==> src/rtl/fifo_pkg.sv <==
// Shared helpers for the async fifo and its read-side packer:
// a constant-foldable clog2 and the default lane-counter width.
package fifo_pkg;

   // Ceiling log2, usable in parameter and localparam expressions.
   function automatic int clog2(input int value);
      int res;
      int v;
      res = 32'sd0;
      v   = value - 32'sd1;
      while (v > 32'sd0) begin
         res = res + 32'sd1;
         v   = v >>> 32'sd1;
      end
      return res;
   endfunction

   // Default packing ratio and the matching lane-counter width.
   localparam int RATIO_DEF = 32'sd4;
   localparam int CNT_W     = (clog2(RATIO_DEF) < 32'sd1) ? 32'sd1 : clog2(RATIO_DEF);

endpackage

==> src/rtl/fifo_rd_packer_if.sv <==
// Bundle of the FIFO read port, flush request and wide output stream
// seen by fifo_rd_packer. The master modport is the packer side.
interface fifo_rd_packer_if #(
   parameter int DSIZE = 8,
   parameter int RATIO = 4
);
   logic                     rempty;
   logic [DSIZE-1:0]         rdata;
   logic                     rinc;
   logic                     flush;
   logic                     m_valid;
   logic                     m_ready;
   logic [DSIZE*RATIO-1:0]   m_data;
   logic [RATIO-1:0]         m_keep;
   logic                     m_last;

   modport master (
      input  rempty, rdata, flush, m_ready,
      output rinc, m_valid, m_data, m_keep, m_last
   );

   modport slave (
      output rempty, rdata, flush, m_ready,
      input  rinc, m_valid, m_data, m_keep, m_last
   );
endinterface

==> src/rtl/fifo_rd_packer.sv <==
// Read-side drain for the async fifo: pops DSIZE-bit entries and packs
// RATIO of them into one wide word (lane 0 = oldest). A flush request
// pushes out a partial word tagged with m_keep/m_last.
module fifo_rd_packer
   import fifo_pkg::*;
#(
   parameter int DSIZE = 8,
   parameter int RATIO = 4
) (
   input  logic                    rclk,
   input  logic                    rrst,
   fifo_rd_packer_if.master        bus
);

   localparam int CW = (clog2(RATIO) < 32'sd1) ? 32'sd1 : clog2(RATIO);
   localparam logic [CW-1:0] LAST_LANE = CW'(RATIO - 32'sd1);

   logic [CW-1:0]            cnt_r;
   logic [DSIZE-1:0]         acc_r [RATIO];
   logic                     flush_pend_r;
   logic                     m_valid_r;
   logic [DSIZE*RATIO-1:0]   m_data_r;
   logic [RATIO-1:0]         m_keep_r;
   logic                     m_last_r;

   logic                     out_free_s;
   logic                     pop_s;
   logic                     full_s;
   logic                     flush_act_s;
   logic [CW:0]              fill_s;
   logic                     emit_s;
   logic [DSIZE*RATIO-1:0]   word_s;
   logic [RATIO-1:0]         keep_s;

   // Pop and emit decisions; rdata only feeds the word, never rinc.
   always_comb begin
      out_free_s  = !m_valid_r || bus.m_ready;
      pop_s       = !rrst && !bus.rempty && ((cnt_r < LAST_LANE) || out_free_s);
      full_s      = pop_s && (cnt_r == LAST_LANE);
      flush_act_s = bus.flush || flush_pend_r;
      fill_s      = {1'b0, cnt_r} + {{CW{1'b0}}, pop_s};
      emit_s      = full_s || (flush_act_s && out_free_s && (fill_s != {(CW+1){1'b0}}));
   end

   // Assemble the candidate output word: filled lanes plus the entry being
   // popped this cycle; lanes beyond the fill point are forced to zero.
   always_comb begin
      word_s = '0;
      keep_s = '0;
      for (int i = 0; i < RATIO; i++) begin
         if (i < int'(cnt_r)) begin
            word_s[i*DSIZE +: DSIZE] = acc_r[i];
            keep_s[i]                = 1'b1;
         end else if (pop_s && (i == int'(cnt_r))) begin
            word_s[i*DSIZE +: DSIZE] = bus.rdata;
            keep_s[i]                = 1'b1;
         end else begin
            word_s[i*DSIZE +: DSIZE] = {DSIZE{1'b0}};
            keep_s[i]                = 1'b0;
         end
      end
   end

   // Accumulator lanes and lane counter.
   always_ff @(posedge rclk) begin
      if (rrst) begin
         cnt_r <= {CW{1'b0}};
         for (int i = 0; i < RATIO; i++) begin
            acc_r[i] <= {DSIZE{1'b0}};
         end
      end else begin
         if (pop_s) begin
            acc_r[cnt_r] <= bus.rdata;
         end
         if (emit_s) begin
            cnt_r <= {CW{1'b0}};
         end else if (pop_s) begin
            cnt_r <= cnt_r + {{(CW-1){1'b0}}, 1'b1};
         end
      end
   end

   // Pending flush: held until a word goes out or there is nothing to flush.
   always_ff @(posedge rclk) begin
      if (rrst) begin
         flush_pend_r <= 1'b0;
      end else if (emit_s) begin
         flush_pend_r <= 1'b0;
      end else if (flush_act_s && (fill_s == {(CW+1){1'b0}})) begin
         flush_pend_r <= 1'b0;
      end else begin
         flush_pend_r <= flush_act_s;
      end
   end

   // Output register: load on emit, hold under backpressure, drop on handshake.
   always_ff @(posedge rclk) begin
      if (rrst) begin
         m_valid_r <= 1'b0;
         m_data_r  <= '0;
         m_keep_r  <= '0;
         m_last_r  <= 1'b0;
      end else if (emit_s) begin
         m_valid_r <= 1'b1;
         m_data_r  <= word_s;
         m_keep_r  <= keep_s;
         m_last_r  <= flush_act_s;
      end else if (bus.m_ready) begin
         m_valid_r <= 1'b0;
      end
   end

   assign bus.rinc    = pop_s;
   assign bus.m_valid = m_valid_r;
   assign bus.m_data  = m_data_r;
   assign bus.m_keep  = m_keep_r;
   assign bus.m_last  = m_last_r;

endmodule

==> src/flat_wrapper.sv <==
// flat-port wrapper written by rule: the top's interface ports become plain ports
module fifo_rd_packer_flat import fifo_pkg::*;
#(
   parameter int DSIZE = 8,
   parameter int RATIO = 4
)
  (rclk, rrst, bus_rempty, bus_rdata, bus_flush, bus_m_ready, bus_rinc, bus_m_valid, bus_m_data, bus_m_keep, bus_m_last);
  fifo_rd_packer_if #(.DSIZE(DSIZE), .RATIO(RATIO)) bus_i ();
  input  logic rclk;
  input  logic rrst;
  input wire logic [$bits(bus_i.rempty)-1:0] bus_rempty;
  input wire logic [$bits(bus_i.rdata)-1:0] bus_rdata;
  input wire logic [$bits(bus_i.flush)-1:0] bus_flush;
  input wire logic [$bits(bus_i.m_ready)-1:0] bus_m_ready;
  output wire logic [$bits(bus_i.rinc)-1:0] bus_rinc;
  output wire logic [$bits(bus_i.m_valid)-1:0] bus_m_valid;
  output wire logic [$bits(bus_i.m_data)-1:0] bus_m_data;
  output wire logic [$bits(bus_i.m_keep)-1:0] bus_m_keep;
  output wire logic [$bits(bus_i.m_last)-1:0] bus_m_last;
  assign bus_i.rempty = bus_rempty;
  assign bus_i.rdata = bus_rdata;
  assign bus_i.flush = bus_flush;
  assign bus_i.m_ready = bus_m_ready;
  assign bus_rinc = bus_i.rinc;
  assign bus_m_valid = bus_i.m_valid;
  assign bus_m_data = bus_i.m_data;
  assign bus_m_keep = bus_i.m_keep;
  assign bus_m_last = bus_i.m_last;
  fifo_rd_packer #(.DSIZE(DSIZE), .RATIO(RATIO)) u_core (.rclk(rclk), .rrst(rrst), .bus(bus_i));
endmodule
==> config.mk <==
export PLATFORM = sky130hd
export DESIGN_NAME = fifo_rd_packer_flat
export DESIGN_NICKNAME = d
export VERILOG_FILES = /design/src/rtl/fifo_pkg.sv /design/src/rtl/fifo_rd_packer_if.sv /design/src/rtl/fifo_rd_packer.sv /design/src/flat_wrapper.sv
export SDC_FILE = /design/constraint.sdc
export NUM_CORES = 1
export LEC_CHECK = 0
export BUFFER_PORTS_ARGS = -buffer_cell sky130_fd_sc_hd__buf_2
export CAP_MARGIN = 20
export CORE_ASPECT_RATIO = 1.25
export CORE_MARGIN = 2
export CORE_UTILIZATION = 49
export DETAILED_ROUTE_END_ITERATION = 12
export GPL_TIMING_DRIVEN = 1
export PLACE_DENSITY = 0.78
export SLEW_MARGIN = 5
export SYNTH_ARGS = -nofsm -noshare
export SYNTH_HDL_FRONTEND = slang
export SYNTH_SLANG_ARGS = --single-unit
==> constraint.sdc <==
create_clock -name rclk -period 2.4 [get_ports rclk]
set_clock_uncertainty 0.05 [all_clocks]
set_input_delay 0.24 -clock rclk [delete_from_list [all_inputs] [get_ports rclk]]
set_output_delay 0.24 -clock rclk [all_outputs]
set_load 0.005 [all_outputs]
# == After elaboration in Yosys (flattened, before gate mapping) ==
# Memories as Yosys holds them, arrays and structs flattened. A register that Yosys moved wholly into a read port is not among the register bits.
# Index checks and enable logic that the tools add are counted.
# classes
addsub,2
order_cmp,4
eq_ne,4
muxes,24
n_reduce_logical,24
# op_table
operator,n
8-bit 2-to-1 mux,8
1-bit 2-to-1 mux,15
1-bit logical AND,10
8-bit OR reduction,1
2-bit == test (first input constant),2
1-bit logical OR,4
1-bit by 2-bit < comparator with 1-bit output (first input constant),2
2-bit by 1-bit adder with 3-bit output,1
1-bit logical NOT,3
3-bit logical NOT,1
3-bit nonzero test,1
3-bit OR reduction,1
2-bit by 1-bit adder with 2-bit output (second input constant),1
1-bit by 2-bit == test with 1-bit output (first input constant),1
2-bit == test (second input constant),1
2-bit logical NOT,1
2-bit < comparator (first input constant),1
2-bit < comparator (second input constant),1
2-bit 2-to-1 mux,1
2-bit nonzero test,1
2-bit OR reduction,1
# word_totals
out_inout_bits,39
input_bits,13
memories,1
reg_bits,41
mem_bits_rw,32
wordCells,65
# memory_table
memory,depth,width,read_ports,rd_clocked_by_memory_dff,write_ports,line,rtl
u_core.acc_r,4,8,3,1,4,fifo_rd_packer.sv:19,logic [DSIZE-1:0] acc_r [RATIO];

# == Logic depth before layout (Yosys ltp) ==
# logic_depth
word_depth,9
mapped_depth,12
ltp_nobuf,10

# == Worst setup path after synthesis ==
# OpenSTA, ideal clock, no wires.
# synth_timing
path_type,register -> register
from,register u_core.cnt_r[0]
to,"register u_core.m_data_r[0], in the netlist u_core.bus.m_data[0], read port of u_core.acc_r"
period_less_slack_ps,2571
setup_slack_ps,-171
path_buffers,2
path_stages_with_launch,12
t_arrival_ps,2434
path_cell_list,dfxtp_1 -> ha_1 -> nand3b_1 -> nand2_1 -> inv_1 -> ha_1 -> ha_1 -> o32ai_2 -> a21oi_4 -> buf_6 -> buf_4 -> a211oi_1
# synth_between
elab_chain_len,7
word_cells_on_any_way,9
cone_classes,add/sub (1); order compare (1); eq/ne (1); reduce/logical (6)
# synth_rtl
element,line,rtl
"start, declared",fifo_rd_packer.sv:18,logic [CW-1:0] cnt_r;
"start signal, assigned",fifo_rd_packer.sv:67,cnt_r <= {CW{1'b0}};
"start signal, assigned",fifo_rd_packer.sv:76,cnt_r <= {CW{1'b0}};
"start signal, assigned",fifo_rd_packer.sv:78,"cnt_r <= cnt_r + {{(CW-1){1'b0}}, 1'b1};"
2-bit < comparator (*),fifo_rd_packer.sv:38,pop_s = !rrst && !bus.rempty && ((cnt_r < LAST_LANE) || out_free_s);
1-bit logical OR (*),fifo_rd_packer.sv:38,
1-bit logical AND (*),fifo_rd_packer.sv:38,
via bus_rinc,flat_wrapper.sv:15,output wire logic [$bits(bus_i.rinc)-1:0] bus_rinc;
2-bit by 1-bit adder with 3-bit output,fifo_rd_packer.sv:41,"fill_s = {1'b0, cnt_r} + {{CW{1'b0}}, pop_s};"
3-bit nonzero test,fifo_rd_packer.sv:42,emit_s = full_s || (flush_act_s && out_free_s && (fill_s != {(CW+1){1'b0}}));
1-bit logical AND,fifo_rd_packer.sv:42,
1-bit logical OR (*),fifo_rd_packer.sv:42,
"end, declared",fifo_rd_packer.sv:22,logic [DSIZE*RATIO-1:0] m_data_r;
# Mark *: on every way through the listed nets, which the timed path passes. The rest lies on a longest branch.
# A chain may end at the register's enable or synchronous reset.

# == Worst setup path after layout ==
# layout_timing
from,register u_core.cnt_r[0]
to,"register u_core.m_data_r[13], in the netlist u_core.bus.m_data[13]"
# layout_between
elab_chain_len,7
word_cells_on_any_way,14
cone_classes,add/sub (1); order compare (2); eq/ne (2); mux (2); reduce/logical (7)
# layout_rtl
element,line,rtl
2-bit < comparator,fifo_rd_packer.sv:38,
1-bit logical OR,fifo_rd_packer.sv:38,
1-bit logical AND,fifo_rd_packer.sv:38,
2-bit by 1-bit adder with 3-bit output,fifo_rd_packer.sv:41,
3-bit nonzero test,fifo_rd_packer.sv:42,
1-bit logical AND,fifo_rd_packer.sv:42,
1-bit logical OR,fifo_rd_packer.sv:42,
"end signal, assigned",fifo_rd_packer.sv:105,m_data_r <= word_s;
# Parallel ways exist; a longest one is shown, timed or not.

==> impl_summary.log <==
INFO  metric grtUsageTotal = about a fifth
INFO  metric timing.final.ws_setup = around 0.045 ns
INFO  metric internal_power = 0.00189 W
INFO  metric placementRows = 30
INFO  metric grt_start_max_net_pins = 34
INFO  metric critical_path_required = 2.62 ns
INFO  metric crit_start = u_core.cnt_r[0]$_SDFFE_PP0P_
INFO  metric filler_cell_count = roughly 440
INFO  metric clock_tree.htree_level_count = 3
INFO  metric total_cts_buffers = 9
INFO  metric cap_violations = 0
INFO  metric share_seq_of_total_power = between 40% and 50%
INFO  metric cts.root.buffer_cell = sky130_fd_sc_hd__clkbuf_8
INFO  metric first_global_vias = 1,968
INFO  metric dp_slack = roughly 0.12 ns
INFO  metric design.portCount = 52
INFO  metric tritoncts_clock_tree = yes
INFO  metric synthTopCellsByArea = sky130_fd_sc_hd__dfxtp_1 (29%), sky130_fd_sc_hd__edfxtp_1 (26%), sky130_fd_sc_hd__a211oi_2 (8.9%)
INFO  metric ys_ff_latch = between 60 and 70
INFO  metric wl_final = 6.75 mm
INFO  metric postSynthNetCount = about 250
INFO  metric ff2ff_path_depth = 11
INFO  metric setup_cp_type = reg -> reg
INFO  metric r2r_setup_slack = approximately 0.045 ns
INFO  metric post_route_cells_drive_above_1_share = 42.1%
INFO  metric antenna_found_initial = 0
INFO  metric cts-hold-fix-buffers = 0
INFO  metric nets = 330
INFO  metric drt.antenna.violating_nets = 0
INFO  metric fin_util = ~65%
INFO  metric post-route-drc-count = 0
INFO  metric synthesis.area_per_instance = roughly 12 um2
INFO  metric dieWidth = between 70 and 80 um
INFO  metric dpl-instance-area = roughly 0.0032 mm2
INFO  metric clkLatencyLatePin = 0.34 ns
INFO  metric yosysUniqueCellTypes = 35
INFO  metric ir_worst_vdd = approximately 0.52 mV
INFO  metric timing.critical_path.from_type = flip-flop
INFO  metric die_height = between 80 and 90 um
INFO  metric drtPass1Iterations = 4
INFO  metric post-route-period-util = a little over nine tenths
INFO  metric route.vias.total = around 2,100
INFO  metric status = finished, final reports clean
INFO  metric comb_power_share = between 10% and 20%
INFO  metric finalPower = 0.00257 W
INFO  metric timing.rr.end = u_core.bus.m_data[13]$_SDFFE_PP0P_
INFO  metric timing.final.hold_violations = 0
INFO  metric arrival = 2.58 ns
INFO  metric power.switching = between 0.0006 and 0.0007 W
INFO  metric hpwlAfterDp = approximately 4.2 mm
INFO  metric initial_core_util = 51.3%
INFO  metric gp_congestion = approximately 0.84
INFO  metric finalWorstPathRequiredPeriod = about 2.4 ns
INFO  metric hold_path.class = in -> reg
INFO  metric worstSetupEndpoint = u_core.bus.m_data[13]$_SDFFE_PP0P_
INFO  metric multi_input_area = 0.00122 mm2
INFO  metric worst_slew_margin_rel = approximately 67%
INFO  metric tightest_slew = between 0.4 and 0.5 ns
INFO  metric synth.largest_area_cell = sky130_fd_sc_hd__dfxtp_1
INFO  metric synthesis.instances = 235
INFO  metric worstSetupEndpointType = flip-flop
INFO  metric route.detailed.vias_per_inst = about 5.6
INFO  metric synthesis_warnings = 0
INFO  metric clock_pin_transition_on_the_worst_setup_and_hold_timing_paths = 0.07 ns
INFO  metric powerDensity = around 720 mW/mm2
INFO  metric clk_pwr_share = around 34%
INFO  metric clock_net_sink_count = 65
INFO  metric area_taken_by_flip_flops_and_latches = roughly 0.0015 mm2
INFO  metric n_antenna_cell = 0
INFO  metric slew_violations = 0
INFO  metric gr_ovfl_total = 0
INFO  metric wl_per_cell = about 18 um
INFO  metric power_switching_share = 26.7%
INFO  metric io_buffers = 51
INFO  metric ys_seq_area_share = about 55%
INFO  metric final_design_area_no_fill = around 0.0036 mm2
INFO  metric netlist_area = roughly 0.0028 mm2
INFO  metric global_route_wire_length_before_repair = between 9 and 10 mm
INFO  metric finalSetupViolCount = 0
INFO  metric largest_fanout_on_the_critical_path = 7
INFO  metric fin_setup_tns = 0 ns
INFO  metric first_drt_iteration_drcs = between 100 and 150
INFO  metric max_clock_freq = roughly 420 MHz
INFO  metric core_area = between 0.005 and 0.006 mm2
INFO  metric die_area = between 0.006 and 0.007 mm2
INFO  metric area_fraction_of_the_dominant_cell_type_after_synthesis = between 20% and 30%
INFO  metric worst_r2r_startpoint = u_core.cnt_r[0]$_SDFFE_PP0P_
INFO  metric clock_tree.buffer_depth = 2
INFO  metric flow.area_growth_from_synthesis = 27.4%
INFO  metric power.static_leakage = 1.43 nW
[cell families after synthesis]
group | count (synthesis) | share of synthesized area, %
fa+ha+maj | 6 | 2.67
xor+xnor | 1 | 0.312
buf+inv | 17 | 4.01
compound gates | 51 | 17.9
mux | 15 | 5.34
flops | 65 | 54.8
simple gates | 80 | 15.0
[power groups by stage]
stage	clock (W)	sequential [W]	combinational, W
floorplan	0	0.00128	0.000231
global placement	0	0.00128	0.000351
detailed placement	0	0.00128	0.000361
CTS	0.000886	0.00126	0.000364
global route	0.000946	0.00127	0.000465
finish	0.000886	0.00126	0.000427
[area by class of cell]
type,instances,area share [%]
tap,64,2.24
clock buffer,12,4.65
inverter,3,0.314
multi-input combinational,153,34.0
clock inverter,4,0.699
sequential,65,43.1
timing repair buffer,79,15.0
[how the worst min path moves through the flow]
stage,end,slack [ns],depth (start not counted),from
3_5_place_dp,u_core.bus.m_data[25]$_SDFFE_PP0P_,0.41,1,u_core.bus.m_data[25]$_SDFFE_PP0P_
5_1_grt,u_core.flush_pend_r$_SDFF_PP0_,0.21,3,bus_m_ready
6_report,u_core.bus.m_data[25]$_SDFFE_PP0P_,0.19,2,bus_rdata[1]
3_3_place_gp,u_core.bus.m_data[30]$_SDFFE_PP0P_,0.40,1,u_core.bus.m_data[30]$_SDFFE_PP0P_
2_1_floorplan,u_core.bus.m_data[24]$_SDFFE_PP0P_,0.32,1,bus_rdata[0]
4_1_cts,u_core.bus.m_data[31]$_SDFFE_PP0P_,0.19,2,bus_rdata[7]
[worst max-delay path, cell delays in order, from the launching register on]
cell	delay, ns
sky130_fd_sc_hd__dfxtp_2	0.36
sky130_fd_sc_hd__ha_4	0.14
sky130_fd_sc_hd__nand3b_1	0.11
sky130_fd_sc_hd__nand2_2	0.11
sky130_fd_sc_hd__inv_2	0.04
sky130_fd_sc_hd__ha_2	0.19
sky130_fd_sc_hd__ha_4	0.22
sky130_fd_sc_hd__o32ai_4	0.30
sky130_fd_sc_hd__a21oi_4	0.13
sky130_fd_sc_hd__buf_6	0.15
sky130_fd_sc_hd__a31o_4	0.28
sky130_fd_sc_hd__a211oi_2	0.19
[placed cells by master (no fill, tap or decap), types with 8 or more instances in the layout]
master / instances
sky130_fd_sc_hd__nor2_1: 32
sky130_fd_sc_hd__dfxtp_1: 39
sky130_fd_sc_hd__a22oi_1: 8
sky130_fd_sc_hd__edfxtp_1: 24
sky130_fd_sc_hd__buf_2: 51
sky130_fd_sc_hd__and2_1: 24
sky130_fd_sc_hd__buf_4: 22
sky130_fd_sc_hd__a211oi_2: 21
sky130_fd_sc_hd__clkbuf_8: 10
sky130_fd_sc_hd__mux2i_1: 15
sky130_fd_sc_hd__a22o_1: 8
[sequential cells by signal, summed over array words and instances, names as in the netlist]
register	flops
u_core.bus.m_keep	4
u_core.bus.m_data	32
u_core.acc_r	24
u_core.flush_pend_r	1
u_core.cnt_r	2
u_core.bus.m_last	1
u_core.bus.m_valid	1
[per-stage QoR]
step / hold WS, ns / cells
after floorplan: 0.323 / 235
after global placement: 0.402 / 353
after detailed placement: 0.406 / 353
after CTS: 0.190 / 369
after global routing: 0.210 / 380
final: 0.185 / 380
[cell usage after synthesis]
cell,number
sky130_fd_sc_hd__nand4_1,2
sky130_fd_sc_hd__nand2b_1,1
sky130_fd_sc_hd__a311oi_1,2
sky130_fd_sc_hd__a21oi_4,1
sky130_fd_sc_hd__o32ai_2,1
sky130_fd_sc_hd__a31oi_1,1
sky130_fd_sc_hd__and4_1,1
sky130_fd_sc_hd__nand2_1,3
sky130_fd_sc_hd__buf_6,4
sky130_fd_sc_hd__nand3_1,1
sky130_fd_sc_hd__nand3b_1,2
sky130_fd_sc_hd__ha_1,6
sky130_fd_sc_hd__nor2_1,32
sky130_fd_sc_hd__a22o_1,8
sky130_fd_sc_hd__a22oi_1,8
sky130_fd_sc_hd__and2_1,24
sky130_fd_sc_hd__nor2b_1,1
sky130_fd_sc_hd__edfxtp_1,24
sky130_fd_sc_hd__buf_4,5
sky130_fd_sc_hd__nor2_2,1
sky130_fd_sc_hd__dfxtp_1,41
sky130_fd_sc_hd__mux2i_1,15
sky130_fd_sc_hd__a211oi_2,20
sky130_fd_sc_hd__a21oi_1,3
sky130_fd_sc_hd__o21ai_0,1
sky130_fd_sc_hd__nor3b_2,1
sky130_fd_sc_hd__or3b_4,1
sky130_fd_sc_hd__clkbuf_1,4
sky130_fd_sc_hd__buf_1,1
sky130_fd_sc_hd__xnor2_1,1
sky130_fd_sc_hd__inv_1,3
sky130_fd_sc_hd__a211oi_1,5
sky130_fd_sc_hd__a31o_2,1
sky130_fd_sc_hd__nor3_1,6
sky130_fd_sc_hd__or2_2,4
[timing repair]
item | in CTS | in global routing
resized for setup | 0 | 16
buffers inserted | 0 | 9
setup endpoints to repair | 0 | 13
[per-layer routing]
metal	up-vias	global-route usage [%]	wire (um)
met1	1035	27.9	2840
met2	79	33.1	3390
met5	-	0	0
met4	0	10.1	107
met3	12	4.33	407
li1	1014	-	-
Power figures use the tool's default switching activity.
